==> src/rtl/riscv_bp_pkg.sv <==
// Shared branch-prediction types: opcode constants, the IF->EX prediction record
// and the predictor update payload. The fetch-side BTB imports the same package.
package riscv_bp_pkg;

  localparam int BP_XLEN = 32;

  localparam logic [6:0] OP_BRANCH = 7'b1100011;
  localparam logic [6:0] OP_JAL    = 7'b1101111;
  localparam logic [6:0] OP_JALR   = 7'b1100111;

  typedef struct packed {
    logic [BP_XLEN-1:0] pc;
    logic               taken;
    logic [BP_XLEN-1:0] target;
  } pred_rec_t;

  typedef struct packed {
    logic [BP_XLEN-1:0] pc;
    logic [BP_XLEN-1:0] target;
    logic               taken;
  } bp_upd_t;

  function automatic logic is_cf(input logic [6:0] opcode);
    return (opcode == OP_BRANCH) || (opcode == OP_JAL) || (opcode == OP_JALR);
  endfunction

endpackage

==> src/rtl/branch_resolve_unit_if.sv <==
// Fetch push, EX resolve, redirect and predictor-update signals of the branch resolve unit.
// The slave modport is the unit itself; master is the surrounding pipeline/predictor.
interface branch_resolve_unit_if
  import riscv_bp_pkg::*;
#(
  parameter int XLEN  = BP_XLEN,
  parameter int CNT_W = 16
);

  logic            pred_valid;
  logic [XLEN-1:0] pred_pc;
  logic            pred_taken;
  logic [XLEN-1:0] pred_target;

  logic            ex_valid;
  logic [XLEN-1:0] ex_pc;
  logic [31:0]     ex_inst;
  logic            ex_taken;
  logic [XLEN-1:0] ex_target;

  logic            flush;
  logic [XLEN-1:0] redirect_pc;

  logic            upd_valid;
  logic            upd_ready;
  logic [XLEN-1:0] upd_pc;
  logic [XLEN-1:0] upd_target;
  logic            upd_taken;

  logic            q_full;
  logic            q_empty;
  logic [CNT_W-1:0] br_count;
  logic [CNT_W-1:0] mis_count;

  modport slave (
    input  pred_valid, pred_pc, pred_taken, pred_target,
    input  ex_valid, ex_pc, ex_inst, ex_taken, ex_target,
    input  upd_ready,
    output flush, redirect_pc,
    output upd_valid, upd_pc, upd_target, upd_taken,
    output q_full, q_empty, br_count, mis_count
  );

  modport master (
    output pred_valid, pred_pc, pred_taken, pred_target,
    output ex_valid, ex_pc, ex_inst, ex_taken, ex_target,
    output upd_ready,
    input  flush, redirect_pc,
    input  upd_valid, upd_pc, upd_target, upd_taken,
    input  q_full, q_empty, br_count, mis_count
  );

endinterface

==> src/rtl/pred_fifo.sv <==
// In-flight prediction queue between IF and EX: push/pop/clear with full/empty flags.
// Pointers carry one extra wrap bit so full and empty are distinguishable.
module pred_fifo
  import riscv_bp_pkg::*;
#(
  parameter int  DEPTH = 4,
  parameter type T     = pred_rec_t
) (
  input  logic clk,
  input  logic rst,
  input  logic push,
  input  T     push_data,
  input  logic pop,
  input  logic clear,
  output T     head,
  output logic full,
  output logic empty
);

  localparam int PTR_W = $clog2(DEPTH);
  localparam logic [PTR_W:0] PTR_ONE = 1;

  T mem_q [DEPTH];

  logic [PTR_W:0] wr_ptr_q, wr_ptr_d;
  logic [PTR_W:0] rd_ptr_q, rd_ptr_d;
  logic           do_push;
  logic           do_pop;

  assign empty = (wr_ptr_q == rd_ptr_q);
  assign full  = (wr_ptr_q[PTR_W] != rd_ptr_q[PTR_W]) &&
                 (wr_ptr_q[PTR_W-1:0] == rd_ptr_q[PTR_W-1:0]);
  assign head  = mem_q[rd_ptr_q[PTR_W-1:0]];

  // A pop frees a slot in the same cycle, so push+pop is legal when full.
  always_comb begin
    do_pop   = pop && !empty;
    do_push  = push && !clear && (!full || do_pop);
    wr_ptr_d = wr_ptr_q;
    rd_ptr_d = rd_ptr_q;
    if (clear) begin
      wr_ptr_d = '0;
      rd_ptr_d = '0;
    end else begin
      if (do_push) wr_ptr_d = wr_ptr_q + PTR_ONE;
      if (do_pop)  rd_ptr_d = rd_ptr_q + PTR_ONE;
    end
  end

  always_ff @(posedge clk) begin
    if (rst) begin
      wr_ptr_q <= '0;
      rd_ptr_q <= '0;
    end else begin
      wr_ptr_q <= wr_ptr_d;
      rd_ptr_q <= rd_ptr_d;
    end
  end

  // NOTE: storage is not reset; entries are only read between valid pointers.
  always_ff @(posedge clk) begin
    if (do_push) mem_q[wr_ptr_q[PTR_W-1:0]] <= push_data;
  end

endmodule

==> src/rtl/branch_resolve_unit.sv <==
// EX-side branch resolution: pops the fetch prediction, detects mispredicts,
// pulses flush with the redirect PC and queues a one-entry predictor update.
module branch_resolve_unit
  import riscv_bp_pkg::*;
#(
  parameter int XLEN  = BP_XLEN,
  parameter int DEPTH = 4,
  parameter int CNT_W = 16
) (
  input  logic                  clk,
  input  logic                  rst,
  branch_resolve_unit_if.slave  bus
);

  pred_rec_t push_rec;
  pred_rec_t head;
  pred_rec_t pred;
  logic      q_full;
  logic      q_empty;
  logic      pop;
  logic      head_hit;
  logic      cf;
  logic      mispredict;
  logic      upd_new;
  logic [XLEN-1:0] pc_plus4;
  logic [XLEN-1:0] next_pc;

  logic            flush_q, flush_d;
  logic [XLEN-1:0] redirect_pc_q, redirect_pc_d;
  logic            upd_valid_q, upd_valid_d;
  bp_upd_t         upd_q, upd_d;
  logic [CNT_W-1:0] br_count_q, br_count_d;
  logic [CNT_W-1:0] mis_count_q, mis_count_d;

  assign push_rec = '{pc: bus.pred_pc, taken: bus.pred_taken, target: bus.pred_target};
  assign pop      = bus.ex_valid;

  pred_fifo #(
    .DEPTH (DEPTH),
    .T     (pred_rec_t)
  ) u_fifo (
    .clk       (clk),
    .rst       (rst),
    .push      (bus.pred_valid),
    .push_data (push_rec),
    .pop       (pop),
    .clear     (mispredict),
    .head      (head),
    .full      (q_full),
    .empty     (q_empty)
  );

  always_comb begin
    cf       = is_cf(bus.ex_inst[6:0]);
    pc_plus4 = bus.ex_pc + XLEN'(4);
    head_hit = !q_empty && (head.pc == bus.ex_pc);
    // A missing or stale record means fetch predicted plain fall-through.
    pred = head;
    if (!head_hit) begin
      pred.pc     = bus.ex_pc;
      pred.taken  = 1'b0;
      pred.target = pc_plus4;
    end
    next_pc    = (cf && bus.ex_taken) ? bus.ex_target : pc_plus4;
    mispredict = bus.ex_valid &&
                 ((cf && ((pred.taken != bus.ex_taken) ||
                          (bus.ex_taken && (pred.target != bus.ex_target)))) ||
                  (!cf && pred.taken));
    upd_new    = bus.ex_valid && cf && (mispredict || !head_hit);
  end

  always_comb begin
    flush_d       = mispredict;
    redirect_pc_d = mispredict ? next_pc : redirect_pc_q;

    upd_valid_d = upd_valid_q;
    upd_d       = upd_q;
    // A fresh update overrides both the held one and a same-cycle accept.
    if (upd_new) begin
      upd_valid_d = 1'b1;
      upd_d       = '{pc: bus.ex_pc, target: bus.ex_target, taken: bus.ex_taken};
    end else if (upd_valid_q && bus.upd_ready) begin
      upd_valid_d = 1'b0;
    end

    br_count_d  = br_count_q;
    mis_count_d = mis_count_q;
    if (bus.ex_valid && cf && (br_count_q != '1))
      br_count_d = br_count_q + CNT_W'(1);
    if (mispredict && (mis_count_q != '1))
      mis_count_d = mis_count_q + CNT_W'(1);
  end

  // NOTE: sequential state uses non-blocking assignments so every flop samples pre-edge values.
  always_ff @(posedge clk) begin
    if (rst) begin
      flush_q       <= 1'b0;
      redirect_pc_q <= '0;
      upd_valid_q   <= 1'b0;
      upd_q         <= '0;
      br_count_q    <= '0;
      mis_count_q   <= '0;
    end else begin
      flush_q       <= flush_d;
      redirect_pc_q <= redirect_pc_d;
      upd_valid_q   <= upd_valid_d;
      upd_q         <= upd_d;
      br_count_q    <= br_count_d;
      mis_count_q   <= mis_count_d;
    end
  end

  assign bus.flush       = flush_q;
  assign bus.redirect_pc = redirect_pc_q;
  assign bus.upd_valid   = upd_valid_q;
  assign bus.upd_pc      = upd_q.pc;
  assign bus.upd_target  = upd_q.target;
  assign bus.upd_taken   = upd_q.taken;
  assign bus.q_full      = q_full;
  assign bus.q_empty     = q_empty;
  assign bus.br_count    = br_count_q;
  assign bus.mis_count   = mis_count_q;

endmodule

==> src/flat_wrapper.sv <==
// flat-port wrapper written by rule: the top's interface ports become plain ports
module branch_resolve_unit_flat import riscv_bp_pkg::*;
#(
  parameter int XLEN  = BP_XLEN,
  parameter int DEPTH = 4,
  parameter int CNT_W = 16
)
  (clk, rst, bus_pred_valid, bus_pred_pc, bus_pred_taken, bus_pred_target, bus_ex_valid, bus_ex_pc, bus_ex_inst, bus_ex_taken, bus_ex_target, bus_upd_ready, bus_flush, bus_redirect_pc, bus_upd_valid, bus_upd_pc, bus_upd_target, bus_upd_taken, bus_q_full, bus_q_empty, bus_br_count, bus_mis_count);
  branch_resolve_unit_if #(.XLEN(XLEN), .CNT_W(CNT_W)) bus_i ();
  input  logic clk;
  input  logic rst;
  input wire logic [$bits(bus_i.pred_valid)-1:0] bus_pred_valid;
  input wire logic [$bits(bus_i.pred_pc)-1:0] bus_pred_pc;
  input wire logic [$bits(bus_i.pred_taken)-1:0] bus_pred_taken;
  input wire logic [$bits(bus_i.pred_target)-1:0] bus_pred_target;
  input wire logic [$bits(bus_i.ex_valid)-1:0] bus_ex_valid;
  input wire logic [$bits(bus_i.ex_pc)-1:0] bus_ex_pc;
  input wire logic [$bits(bus_i.ex_inst)-1:0] bus_ex_inst;
  input wire logic [$bits(bus_i.ex_taken)-1:0] bus_ex_taken;
  input wire logic [$bits(bus_i.ex_target)-1:0] bus_ex_target;
  input wire logic [$bits(bus_i.upd_ready)-1:0] bus_upd_ready;
  output wire logic [$bits(bus_i.flush)-1:0] bus_flush;
  output wire logic [$bits(bus_i.redirect_pc)-1:0] bus_redirect_pc;
  output wire logic [$bits(bus_i.upd_valid)-1:0] bus_upd_valid;
  output wire logic [$bits(bus_i.upd_pc)-1:0] bus_upd_pc;
  output wire logic [$bits(bus_i.upd_target)-1:0] bus_upd_target;
  output wire logic [$bits(bus_i.upd_taken)-1:0] bus_upd_taken;
  output wire logic [$bits(bus_i.q_full)-1:0] bus_q_full;
  output wire logic [$bits(bus_i.q_empty)-1:0] bus_q_empty;
  output wire logic [$bits(bus_i.br_count)-1:0] bus_br_count;
  output wire logic [$bits(bus_i.mis_count)-1:0] bus_mis_count;
  assign bus_i.pred_valid = bus_pred_valid;
  assign bus_i.pred_pc = bus_pred_pc;
  assign bus_i.pred_taken = bus_pred_taken;
  assign bus_i.pred_target = bus_pred_target;
  assign bus_i.ex_valid = bus_ex_valid;
  assign bus_i.ex_pc = bus_ex_pc;
  assign bus_i.ex_inst = bus_ex_inst;
  assign bus_i.ex_taken = bus_ex_taken;
  assign bus_i.ex_target = bus_ex_target;
  assign bus_i.upd_ready = bus_upd_ready;
  assign bus_flush = bus_i.flush;
  assign bus_redirect_pc = bus_i.redirect_pc;
  assign bus_upd_valid = bus_i.upd_valid;
  assign bus_upd_pc = bus_i.upd_pc;
  assign bus_upd_target = bus_i.upd_target;
  assign bus_upd_taken = bus_i.upd_taken;
  assign bus_q_full = bus_i.q_full;
  assign bus_q_empty = bus_i.q_empty;
  assign bus_br_count = bus_i.br_count;
  assign bus_mis_count = bus_i.mis_count;
  branch_resolve_unit #(.XLEN(XLEN), .DEPTH(DEPTH), .CNT_W(CNT_W)) u_core (.clk(clk), .rst(rst), .bus(bus_i));
endmodule
==> config.mk <==
export PLATFORM = sky130hd
export DESIGN_NAME = branch_resolve_unit_flat
export DESIGN_NICKNAME = d
export VERILOG_FILES = /design/src/rtl/riscv_bp_pkg.sv /design/src/rtl/branch_resolve_unit_if.sv /design/src/rtl/pred_fifo.sv /design/src/rtl/branch_resolve_unit.sv /design/src/flat_wrapper.sv
export SDC_FILE = /design/constraint.sdc
export NUM_CORES = 1
export LEC_CHECK = 0
export CAP_MARGIN = 0
export CORE_MARGIN = 5
export CORE_UTILIZATION = 45
export CTS_BUF_LIST = sky130_fd_sc_hd__clkbuf_4 sky130_fd_sc_hd__clkbuf_8
export DETAILED_ROUTE_END_ITERATION = 7
export PLACE_DENSITY = 0.69
export SETUP_SLACK_MARGIN = 0.4
export SLEW_MARGIN = 20
export SYNTH_ARGS = -nofsm -noshare
export SYNTH_HDL_FRONTEND = slang
export SYNTH_SLANG_ARGS = --single-unit
==> constraint.sdc <==
create_clock -name clk -period 23.9 [get_ports clk]
set_input_delay 2.39 -clock clk [delete_from_list [all_inputs] [get_ports clk]]
set_output_delay 2.39 -clock clk [all_outputs]
set_load 0.01 [all_outputs]
* Yosys cells after proc, flatten, opt, wreduce, memory -nomap -nowiden
Memory sizes are Yosys's and may differ from the RTL's. A register that Yosys moved wholly into a read port is not among the register bits. Cells that the tools add are included.
Word-level totals: memories kept 1, output and inout port bits 133, bits in latches 0, register bits after elaboration 137, memory bits (read-only) 0, memory bits (writable) 260
Cells by class: bitwise logic cells 0, muxes and demuxes 8, add/subtract/negate cells 5, reductions and logical operators 28, $lt $le $gt $ge 0, divide/modulo/power cells 0, equal/unequal tests 11, $mul 0, shifts and indexed selects 0
Memories:
- u_core.u_fifo.mem_q | words 4, width 65, rd ports 1, clocked after memory_dff 1, write ports 1, RTL line pred_fifo.sv:23 | T mem_q [DEPTH];
Operator list (number):
- $mux 33 | 1
- $add 16x1->16 const B | 2
- $add 32x3->32 const B | 1
- $eq 32x32->1 | 1
- $mux 32 | 1
- $ne 16x16->1 const B | 2
- $ne 32x32->1 | 1
- $eq 7x7->1 const B | 3
- $logic_and 1x1->1 | 15
- $add 3x1->3 const B | 2
- $logic_or 1x1->1 | 6
- $logic_not 1->1 | 5
- $mux 1 | 4
- $mux 2 | 2
- $eq 3x3->1 | 1
- $eq 2x2->1 | 1
- $ne 1x1->1 | 2
- $reduce_bool 2->1 | 1
- $reduce_or 2->1 | 1

* Logic depth before layout (Yosys ltp)
Gate-level depths: netlist (run 1).
word-level depth 15, mapped depth 19, gate-level depth less buffers 12

* By module
Synthesis (run 1) repeated with hierarchy kept, for this count alone.
Second synthesis, totals: cells, all modules 1276, area, all modules 16771.1 sq um
Modules (own cells, without submodules):
- pred_fifo | area an instance 9789.4 sq um, cells an instance 388, sequential area each 7967.6 sq um, times used 1
- branch_resolve_unit | area an instance 6981.7 sq um, cells an instance 888, sequential area each 2622.5 sq um, times used 1

* Worst setup path after synthesis (run 1)
OpenSTA, ideal clock, no wires.
path type in2reg, from input port bus_ex_pc[4], to memory u_core.u_fifo.mem_q[3][0] (netlist bit), enable pin, stages on the path 13, arrival time 9512 ps, slack 13820 ps, data required time 23332 ps, setup time 568 ps, cell sequence clkbuf_1 > nand2b_1 > nand2_1 > or3_1 > or4_1 > buf_2 > nor2_2 > mux2i_1 > xnor2_1 > nor4_1 > a41oi_1 > buf_2 > nor3_1
On the way: longest elaborated chain between the ends 14, elaborated cells on any way between the ends 17
Ends and longest elaborated chain:
- start, declared | RTL line flat_wrapper.sv:17 | input wire logic [$bits(bus_i.ex_pc)-1:0] bus_ex_pc;
- parallel branches: the longest is 2 deep, another holds $add 32x3->32
- $mux 33 * | RTL line branch_resolve_unit.sv:59 | if (!head_hit) begin
- $ne 32x32->1 | RTL line branch_resolve_unit.sv:67 | (bus.ex_taken && (pred.target != bus.ex_target)))) ||
- $logic_and 1x1->1 | RTL line branch_resolve_unit.sv:67
- $logic_or 1x1->1 | RTL line branch_resolve_unit.sv:66 | ((cf && ((pred.taken != bus.ex_taken) ||
- $logic_and 1x1->1 | RTL line branch_resolve_unit.sv:66
- $logic_or 1x1->1 * | RTL line branch_resolve_unit.sv:67
- $logic_and 1x1->1 * | RTL line branch_resolve_unit.sv:65 | mispredict = bus.ex_valid &&
- $logic_not 1->1 * | RTL line pred_fifo.sv:38 | do_push = push && !clear && (!full || do_pop);
- $logic_and 1x1->1 * (2 in series) | RTL line pred_fifo.sv:38
- $mux 1 * | RTL line pred_fifo.sv:62 | if (do_push) mem_q[wr_ptr_q[PTR_W-1:0]] <= push_data;
- $mux 1 (implied by the code) * | RTL line pred_fifo.sv:62
- end, declared | RTL line pred_fifo.sv:23
Every way passes the cells marked *.

* Worst setup path in the final report (run 1)
from input port bus_ex_pc[9], to register u_core.upd_q (netlist bit u_core.bus.upd_pc[10])
On the way: longest elaborated chain between the ends 11, elaborated cells on any way between the ends 15
Ends and longest elaborated chain:
- parallel branches: the longest is 9 deep, another holds $add 32x3->32
- $logic_or 1x1->1 * | RTL line branch_resolve_unit.sv:69 | upd_new = bus.ex_valid && cf && (mispredict || !head_hit);
- $logic_and 1x1->1 * | RTL line branch_resolve_unit.sv:69
- end signal, assigned | RTL line branch_resolve_unit.sv:107 | upd_q <= upd_d;
- end, declared | RTL line branch_resolve_unit.sv:31 | bp_upd_t upd_q, upd_d;
Marked as above. A chain may end at the register's enable or synchronous reset.

==> run_results.csv, run 1 <==
group,metric,value,unit
finish,synthToLayoutAreaGrowth,26.0,%
critical_path,cp.arrival,7930,ps
synthesis,yosys.area.top_type_share,44.2,%
synthesis,synth.distinct_cells,65,
clock_tree,clkTransAtPathRegs,60,ps
critical_path,crit_family,"simple AND/OR/NAND/NOR gates",
synthesis,syn_inst,1318,
sta,maxSlewHeadroom,32.7,%
power,p_seq_share,47.9,%
power,power_density,72.9,nW/um^2
power,total_leakage_power,7.27,nW
floorplan,pin_count,300,
routing,postRouteAntennaNets,0,
clock_tree,insertion_delay,620,ps
floorplan,start_util,45.6,%
synthesis,synth_largest_area_cell,"edfxtp_1",
finish,instances_no_fill,2176,
placed_design,placed_cells,2051,
critical_path,required,24410,ps
routing,drc,0,
routing,via_per_inst,5.39,
sta,hold_viol,0,
synthesis,ys_seq_area_share,60.0,%
clock_tree,cts_setup_buffers,0,
floorplan,die-area,43300,sq um
global_route,grt_pass1_vias,11710,
sta,tns,0,ps
routing,vias,11737,
floorplan,die_w,208,um
global_route,grt_first_pass_wirelength,72.7,mm
critical_path,crit_path_end_kind,"register",
sta,clock_skew,32.2,ps
global_route,antenna_found_initial,9,
floorplan,rows,72,
sta,finalSetupViolations,0,
synthesis,synth_area,17700,sq um
flow_run,cap_violations,0,
critical_path,critPathSlowestCell,"buf_4",
clock_tree,ctsRootBufferMaster,"clkbuf_8",
synthesis,synth_edf_count,260,
clock_tree,cts_max_level,3,
global_route,grt_max_degree,125,
power,p_int,0.00122,W
critical_path,cp-start-kind,"input port",
clock_tree,hold_buffers,0,
sta,fmaxAchievable,135,MHz
synthesis,synth.avg_cell_area,13.4,sq um
sta,fin_crit,7410,ps
routing,dr.first_iter.drc_count,977,
hold_path,holdCritPathClass,"reg2reg",
global_route,gr-total-overflow,0,
floorplan,die_h,208,um
critical_path,rrSetupSlack,16940,ps
critical_path,crit_chain,"clkdlybuf4s50_1 -> xnor2_1 -> nand4_1 -> nor4b_1 -> nand2_1 -> nor3_4 -> mux2_2 -> xnor2_1 -> nand4b_1 -> nor3_4 -> buf_4 -> nor3_4 -> buf_4 -> mux2i_1",
clock_tree,tritoncts,"built",
power,swShare,24.8,%
clock_tree,clock_sinks,399,
placed_design,dp_hpwl,34.2,mm
clock_tree,post_cts_resized,0,
critical_path,slowest_delay,850,ps
sta,worstMarginPinSlew,1010,ps
sta,timing.final.crit_share,31.0,%
power,power.combinational.fraction,13.6,%
routing,routed_wl,48.3,mm
global_route,track_usage,21.8,%
power,max-vdd-ir-drop,0.0480,mV
critical_path,crit_fanout,54,
synthesis,synth-main-ff-cell,"edfxtp_1",
power,switchingPower,0.000403,W
critical_path,path_buf_inv,3,
placed_design,port_buffers,274,
synthesis,synth_area_leaders,"edfxtp_1 44%, dfxtp_1 16%, mux4_2 7.8%",
sta,rsz0062_at_grt,"false",
power,clockPowerShare,38.5,%
synthesis,syn-num-nets,1493,
status,status,"finished clean",
synthesis,yosys_register_bits,399,
floorplan,core_area,38700,sq um
clock_tree,cts_buffer_depth,3,
routing,wl_per_cell,22.2,um
placed_design,gp_congestion,0.938,
sta,final_max_slew_viol_count,0,
synthesis,async_flop_share,0,%
routing,drt-pass1-iter-count,5,
critical_path,crit_top_cell,"nor3_4",
clock_tree,cts_made_buffers,69,
critical_path,worstSetupPathType,"in2reg",
finish,nets,1779,
finish,drive_gt1_share,13.5,%
synthesis,yosysWarnings,0,
==> registers in the layout, indices dropped and copies added, names as in the netlist, named ones only <==
signal	cells
u_core.u_fifo.mem_q	260
u_core.bus.redirect_pc	32
u_core.bus.upd_pc	32
u_core.bus.upd_target	32
u_core.bus.br_count	16
u_core.bus.mis_count	16
u_core.u_fifo.rd_ptr_q	3
u_core.u_fifo.wr_ptr_q	3
u_core.bus.flush	1
u_core.bus.upd_taken	1
u_core.bus.upd_valid	1
==> final timing paths <==
kind                                    to                     start  cells after the start
setup / recovery     u_core.bus.upd_pc[10]              bus_ex_pc[9]                     14
hold / removal    u_core.bus.upd_target[0]  u_core.bus.upd_target[0]                      2
setup reg to reg     u_core.bus.upd_pc[10]                  register                     15
hold reg to reg   u_core.bus.upd_target[0]  u_core.bus.upd_target[0]                      2
==> cell families after synthesis <==
| group | after synthesis | share of synthesized area (%) |
|---|---|---|
| flip-flops | 399 | 60.0 |
| AND/OR/NAND/NOR | 415 | 13.4 |
| buffers and inverters | 86 | 2.30 |
| adder cells (fa/ha/maj) | 8 | 0.567 |
| XOR/XNOR | 95 | 4.71 |
| AO/OA/AOI/OAI | 154 | 5.55 |
| multiplexers | 161 | 13.5 |
==> cells in the mapped netlist, types with 6 or more instances <==
cell type	n
nor3_1	11
xnor2_1	61
a21oi_1	46
edfxtp_1	260
mux4_2	61
mux2_2	6
o21ai_0	37
inv_1	14
and3_1	21
and2_1	9
and4_1	10
clkbuf_1	44
dfxtp_1	139
o211ai_1	27
buf_2	16
or2_2	8
nor2b_1	18
nand2b_1	146
buf_6	7
nor2_1	44
ha_1	8
or3_1	9
nand3_1	29
mux2i_1	93
nand2_1	64
nand4_1	24
xor2_1	34
==> worst min-delay path, stage by stage, from the launching register on <==
cell,delay (ps)
dfxtp_1,310
nand2b_1,60
mux2i_1,50
==> area by class of cell <==
| class | count | area, sq um |
|---|---|---|
| inverters | 14 | 52.6 |
| clock buffers | 102 | 1270 |
| fillers | 3169 | 16500 |
| well taps | 518 | 648 |
| repair buffers | 287 | 2840 |
| multi-input cells | 833 | 6700 |
| clock inverters | 15 | 121 |
| diodes | 8 | 20.0 |
| flip-flops and latches | 399 | 10600 |
==> placed cells by master, fill, tap and decap left out, types with 27 or more instances in the layout <==
cell type / instances
clkdlybuf4s50_1: 273
edfxtp_1: 260
nand2b_1: 146
dfxtp_1: 137
mux2i_1: 93
clkbuf_8: 81
nand2_1: 63
xnor2_1: 61
mux4_2: 61
a21oi_1: 46
nor2_1: 44
o21ai_0: 37
xor2_1: 34
nand3_1: 29
o211ai_1: 27
==> power groups by stage <==
stage	logic [W]	clock network, W	registers [W]
after floorplan	0.000147	0	0.000781
after global placement	0.000218	0	0.000791
after detailed placement	0.000220	0	0.000792
after CTS	0.000221	0.000641	0.000778
after global routing	0.000236	0.000674	0.000780
final	0.000221	0.000625	0.000776
==> layer usage <==
layer | GRT usage (%) | routed length [um] | share of wire [%] | vias to the layer above
met1 | 30.3 | 21500 | 45 | 5758
met3 | 5.39 | 3160 | 6.5 | 80
met5 | 0 | 19 | 0.039 | -
met2 | 34.0 | 22300 | 46 | 401
li1 | - | - | - | 5494
met4 | 7.41 | 1280 | 2.6 | 4
==> through the flow <==
stage	hold slack, ps	worst slack, ps	util (%)	power (W)	instance area [sq um]
2_1_floorplan	493	13820	-	0.000928	17700
3_3_place_gp	458	15750	53.8	0.00101	20800
3_5_place_dp	461	15710	53.8	0.00101	20800
4_1_cts	474	16340	57.4	0.00164	22200
5_1_grt	489	16140	57.4	0.00169	22200
6_report	473	16490	57.4	0.00162	22200
Power figures use the tool's default switching activity.
==> inputs of run 2 (changes only) <==
PLACE_DENSITY = 0.72   (was 0.69)
clock period = 6.3 ns   (was 23.9 ns; I/O delays follow)
==> run_results.csv, run 2 (same netlist as run 1, synthesis figures left out) <==
group,metric,value,unit
status,status,"finished clean",
power,total_leakage_power,7.32,nW
critical_path,rrSetupSlack,840,ps
hold_path,hold_end,"u_core.bus.upd_target[11]",
floorplan,die_h,208,um
finish,multi_input_area,6700,sq um
clock_tree,cts_buffer_depth,3,
sta,fmaxAchievable,183,MHz
critical_path,crit_fanout,37,
clock_tree,tritoncts,"built",
finish,drive_gt1_share,13.9,%
routing,dr.first_iter.drc_count,866,
placed_design,placed_cell_area,21000,sq um
finish,nets,1785,
sta,maxSlewHeadroom,28.6,%
sta,finalSetupViolations,0,
global_route,gr-total-overflow,0,
floorplan,pin_count,300,
sta,worstMarginPinSlew,1070,ps
clock_tree,cts_made_buffers,69,
hold_path,whs_path_depth,2,
clock_tree,clock_sinks,399,
sta,tns,0,ps
power,swShare,25.0,%
hold_path,hp-start,"u_core.bus.upd_target[11]",
sta,rsz0062_at_grt,"false",
clock_tree,hold_buffers,0,
sta,hold_viol,0,
clock_tree,cts_setup_buffers,0,
flow_run,cap_violations,0,
floorplan,core_area,38700,sq um
critical_path,worstSetupPathType,"reg2reg",
sta,whs,469,ps
routing,drt-pass1-iter-count,5,
floorplan,start_util,45.6,%
routing,vias,11926,
critical_path,required,6600,ps
power,power_density,275,nW/um^2
finish,regArea,10600,sq um
power,max-vdd-ir-drop,0.162,mV
finish,finalCoreUtilization,57.8,%
placed_design,port_buffers,274,
sta,timing.final.crit_share,86.6,%
finish,synthToLayoutAreaGrowth,26.8,%
clock_tree,clkTransAtPathRegs,60,ps
finish,fin_area,22400,sq um
global_route,grt_pass1_vias,12056,
routing,postRouteAntennaNets,0,
finish,fillCellCount,3110,
critical_path,r2r_cells,13,
global_route,grt_max_degree,135,
floorplan,rows,72,
sta,fin_crit,5460,ps
floorplan,die_w,208,um
routing,via_per_inst,5.47,
critical_path,cp.arrival,5760,ps
sta,final_max_slew_viol_count,0,
clock_tree,insertion_delay,620,ps
global_route,track_usage,22.1,%
finish,largest_reg_flops,260,
clock_tree,post_cts_resized,0,
routing,wl_per_cell,22.4,um
global_route,antenna_found_initial,6,
power,power.combinational.fraction,13.9,%
sta,clock_skew,20.3,ps
floorplan,die-area,43300,sq um
routing,drc,0,
power,finalPower,0.00617,W
hold_path,holdCritPathClass,"reg2reg",
clock_tree,ctsRootBufferMaster,"clkbuf_8",
power,p_int,0.00463,W
routing,routed_wl,48.9,mm
critical_path,crit_path_end_kind,"register",
placed_design,dp_hpwl,34.8,mm
power,p_seq_share,47.7,%
finish,final_common_cell,"clkdlybuf4s50_1",
critical_path,cp-start-kind,"register",
clock_tree,cts_max_level,3,
power,switchingPower,0.00154,W
placed_design,gp_congestion,0.951,
power,clockPowerShare,38.4,%
finish,final_cell_mix,"273 x clkdlybuf4s50_1, 260 x edfxtp_1, 145 x nand2b_1",
critical_path,timing.rr.end,"u_core.u_fifo.mem_q[0][64]",
global_route,grt_first_pass_wirelength,73.9,mm
[run 2: cell types whose count changed in the layout (fill, tap and decap cells not counted), sizes merged]
| cell | delta |
|---|---|
| clkbuf | -2 |
| clkinv | +5 |
| inv | +1 |
| buf | +6 |
| diode | -5 |
| clkinvlp | +1 |
[run 2: metal layers]
metal,vias to the layer above,GRT usage (%),share of wire (%)
met5,-,0,0.094
met4,6,7.43,2.6
met3,83,5.77,7.4
met2,432,34.6,47
met1,5910,30.3,43
li1,5495,-,-
[run 2: stage by stage]
stage / std cells / setup WS (ps)
after floorplan: 1318 / 485
after global placement: 2057 / 876
after detailed placement: 2057 / 822
after CTS: 2179 / 796
after global routing: 2181 / 508
final: 2182 / 841
[run 2: power groups by stage]
| stage | Sequential [W] | Clock, W | Combinational (W) |
|---|---|---|---|
| floorplan | 0.00296 | 0 | 0.000560 |
| global placement | 0.00300 | 0 | 0.000845 |
| detailed placement | 0.00300 | 0 | 0.000856 |
| CTS | 0.00295 | 0.00243 | 0.000859 |
| global route | 0.00296 | 0.00256 | 0.000914 |
| finish | 0.00295 | 0.00237 | 0.000858 |
[run 2: worst max-delay path by stage]
| stage | from | endpoint | slack (ps) | depth (start not counted) |
|---|---|---|---|---|
| detailed placement | register | u_core.u_fifo.mem_q[0][48] | 820 | 14 |
| finish | register | u_core.u_fifo.mem_q[0][64] | 840 | 13 |
| global placement | register | u_core.u_fifo.mem_q[0][48] | 880 | 14 |
| floorplan | register | u_core.u_fifo.mem_q[0][0] | 480 | 16 |
| global route | register | u_core.u_fifo.mem_q[0][64] | 510 | 14 |
| CTS | register | u_core.u_fifo.mem_q[0][64] | 800 | 14 |
[run 2: layout make-up]
class,instances,area share (%)
Timing Repair Buffer,293,13.3
Clock inverter,22,0.665
Tap cell,518,2.89
Inverter,14,0.235
Multi-Input combinational cell,833,29.9
Sequential cell,399,47.3
Antenna cell,3,0.0335
Clock buffer,100,5.61
[run 2: critical path, cell delays in order (launching register included)]
cell	delay [ps]
dfxtp_4	790
mux4_2	630
xnor2_1	240
nand2_1	80
or3_1	310
or4_1	700
a211o_1	340
nand2_1	70
o2111ai_1	190
nor4_1	540
a41oi_2	270
nor2_1	190
and2_2	470
buf_12	260
==> inputs of run 3 (changes only) <==
CORE_UTILIZATION = 40   (was 45)
PLACE_DENSITY = 0.65   (was 0.72)
==> run_results.csv, run 3 (same netlist as run 1, synthesis figures left out) <==
group,metric,value,unit
status,status,"finished clean",
floorplan,die_w,220,um
placed_design,port_buffers,274,
sta,worstMarginPinSlew,822,ps
critical_path,critPathSlowestCell,"dfxtp_4",
sta,clock_skew,23.8,ps
hold_path,hp-start,"u_core.bus.upd_target[29]",
sta,tns,0,ps
power,max-vdd-ir-drop,0.117,mV
placed_design,dp_hpwl,35.3,mm
critical_path,crit_family,"simple AND/OR/NAND/NOR gates",
routing,dr.first_iter.drc_count,933,
global_route,antenna_found_initial,10,
floorplan,start_util,40.2,%
finish,final_common_cell,"clkdlybuf4s50_1",
sta,fin_crit,5480,ps
critical_path,r2r_cells,14,
finish,drive_gt1_share,13.9,%
finish,synthToLayoutAreaGrowth,26.9,%
power,power_density,267,nW/um^2
routing,vias,11838,
sta,rsz0062_at_grt,"false",
sta,finalSetupViolations,0,
hold_path,whs_path_depth,2,
clock_tree,hold_buffers,0,
clock_tree,clock_sinks,399,
power,total_leakage_power,7.31,nW
flow_run,cap_violations,0,
sta,maxSlewHeadroom,45.2,%
sta,final_max_slew_viol_count,0,
sta,timing.final.crit_share,87.0,%
finish,regArea,10600,sq um
sta,hold_viol,0,
finish,multi_input_area,6710,sq um
clock_tree,cts_max_level,3,
critical_path,cp.arrival,5740,ps
clock_tree,cts_setup_buffers,0,
clock_tree,clkTransAtPathRegs,60,ps
critical_path,required,6560,ps
finish,fillCellCount,3879,
routing,wl_per_cell,22.2,um
finish,fin_area,22400,sq um
critical_path,rrSetupSlack,820,ps
critical_path,cp-start-kind,"register",
critical_path,crit_chain,"mux4_2 -> xnor2_1 -> nand4_1 -> nor4b_1 -> nand2_1 -> nor3_4 -> buf_4 -> mux2_2 -> xnor2_1 -> and3_1 -> a41oi_2 -> nor2_1 -> and2_2 -> buf_12",
critical_path,crit_fanout,39,
critical_path,worstSetupPathType,"reg2reg",
global_route,gr-total-overflow,0,
critical_path,crit_path_end_kind,"register",
clock_tree,insertion_delay,600,ps
clock_tree,post_cts_resized,0,
routing,postRouteAntennaNets,0,
hold_path,holdCritPathClass,"reg2reg",
finish,largest_reg_flops,260,
critical_path,slowest_delay,790,ps
clock_tree,ctsRootBufferMaster,"clkbuf_8",
sta,fmaxAchievable,182,MHz
clock_tree,tritoncts,"built",
finish,nets,1791,
finish,final_cell_mix,"273 x clkdlybuf4s50_1, 260 x edfxtp_1, 146 x nand2b_1",
global_route,grt_first_pass_wirelength,74.0,mm
critical_path,timing.rr.end,"u_core.u_fifo.mem_q[2][52]",
floorplan,rows,77,
hold_path,hold_end,"u_core.bus.upd_target[29]",
global_route,grt_max_degree,118,
routing,drc,0,
global_route,track_usage,20.5,%
global_route,grt_pass1_vias,11883,
routing,via_per_inst,5.22,
clock_tree,cts_made_buffers,67,
critical_path,path_buf_inv,2,
placed_design,placed_cell_area,21100,sq um
placed_design,gp_congestion,0.855,
routing,drt-pass1-iter-count,5,
critical_path,crit_top_cell,"xnor2_1",
floorplan,pin_count,300,
routing,routed_wl,50.3,mm
floorplan,die_h,220,um
floorplan,core_area,43900,sq um
clock_tree,cts_buffer_depth,3,
floorplan,die-area,48500,sq um
-- run 3: worst max-delay path by stage --
stage             start                         end  slack (ps)  depth (start not counted)
2_1_floorplan  register   u_core.u_fifo.mem_q[0][0]         480                         16
5_1_grt        register  u_core.u_fifo.mem_q[1][15]         510                         14
6_report       register  u_core.u_fifo.mem_q[2][52]         820                         14
4_1_cts        register  u_core.u_fifo.mem_q[2][18]         850                         14
3_5_place_dp   register  u_core.u_fifo.mem_q[1][15]         880                         14
3_3_place_gp   register  u_core.u_fifo.mem_q[1][17]         900                         13
-- run 3: area by class of cell --
class,instances,area share (%)
Tap cell,592,3.30
Multi-Input combinational cell,833,29.9
Antenna cell,8,0.0893
Inverter,14,0.234
Sequential cell,399,47.3
Timing Repair Buffer,301,13.5
Clock inverter,22,0.447
Clock buffer,97,5.26
-- run 3: per-layer routing --
metal / vias to the layer above / part of all wire (%) / track usage [%]
met3: 82 / 8.8 / 5.96
li1: 5502 / - / -
met1: 5796 / 42 / 27.4
met5: - / 0.068 / 0
met2: 454 / 46 / 32.2
met4: 4 / 2.5 / 7.05
-- run 3: per-stage QoR --
step | setup WS [ps] | utilization [%] | hold slack [ps] | total power, W | instances
floorplan | 485 | - | 493 | 0.00352 | 1318
global placement | 904 | 48.1 | 457 | 0.00383 | 2139
detailed placement | 882 | 48.1 | 462 | 0.00384 | 2139
CTS | 851 | 51.0 | 474 | 0.00606 | 2258
global route | 507 | 51.0 | 486 | 0.00625 | 2266
finish | 820 | 51.0 | 471 | 0.00598 | 2266
-- run 3: worst min-delay path, stage by stage, from the launching register on --
cell and delay [ps]:
dfxtp_1 300, nand2b_1 60, mux2i_1 60
-- run 3: power breakdown --
part / leakage [nW] / switching (W) / internal (W) / total [W]
Sequential: 3.51 / 0.0000598 / 0.00288 / 0.00294
Combinational: 3.11 / 0.000423 / 0.000413 / 0.000836
Clock: 0.685 / 0.00100 / 0.00120 / 0.00220
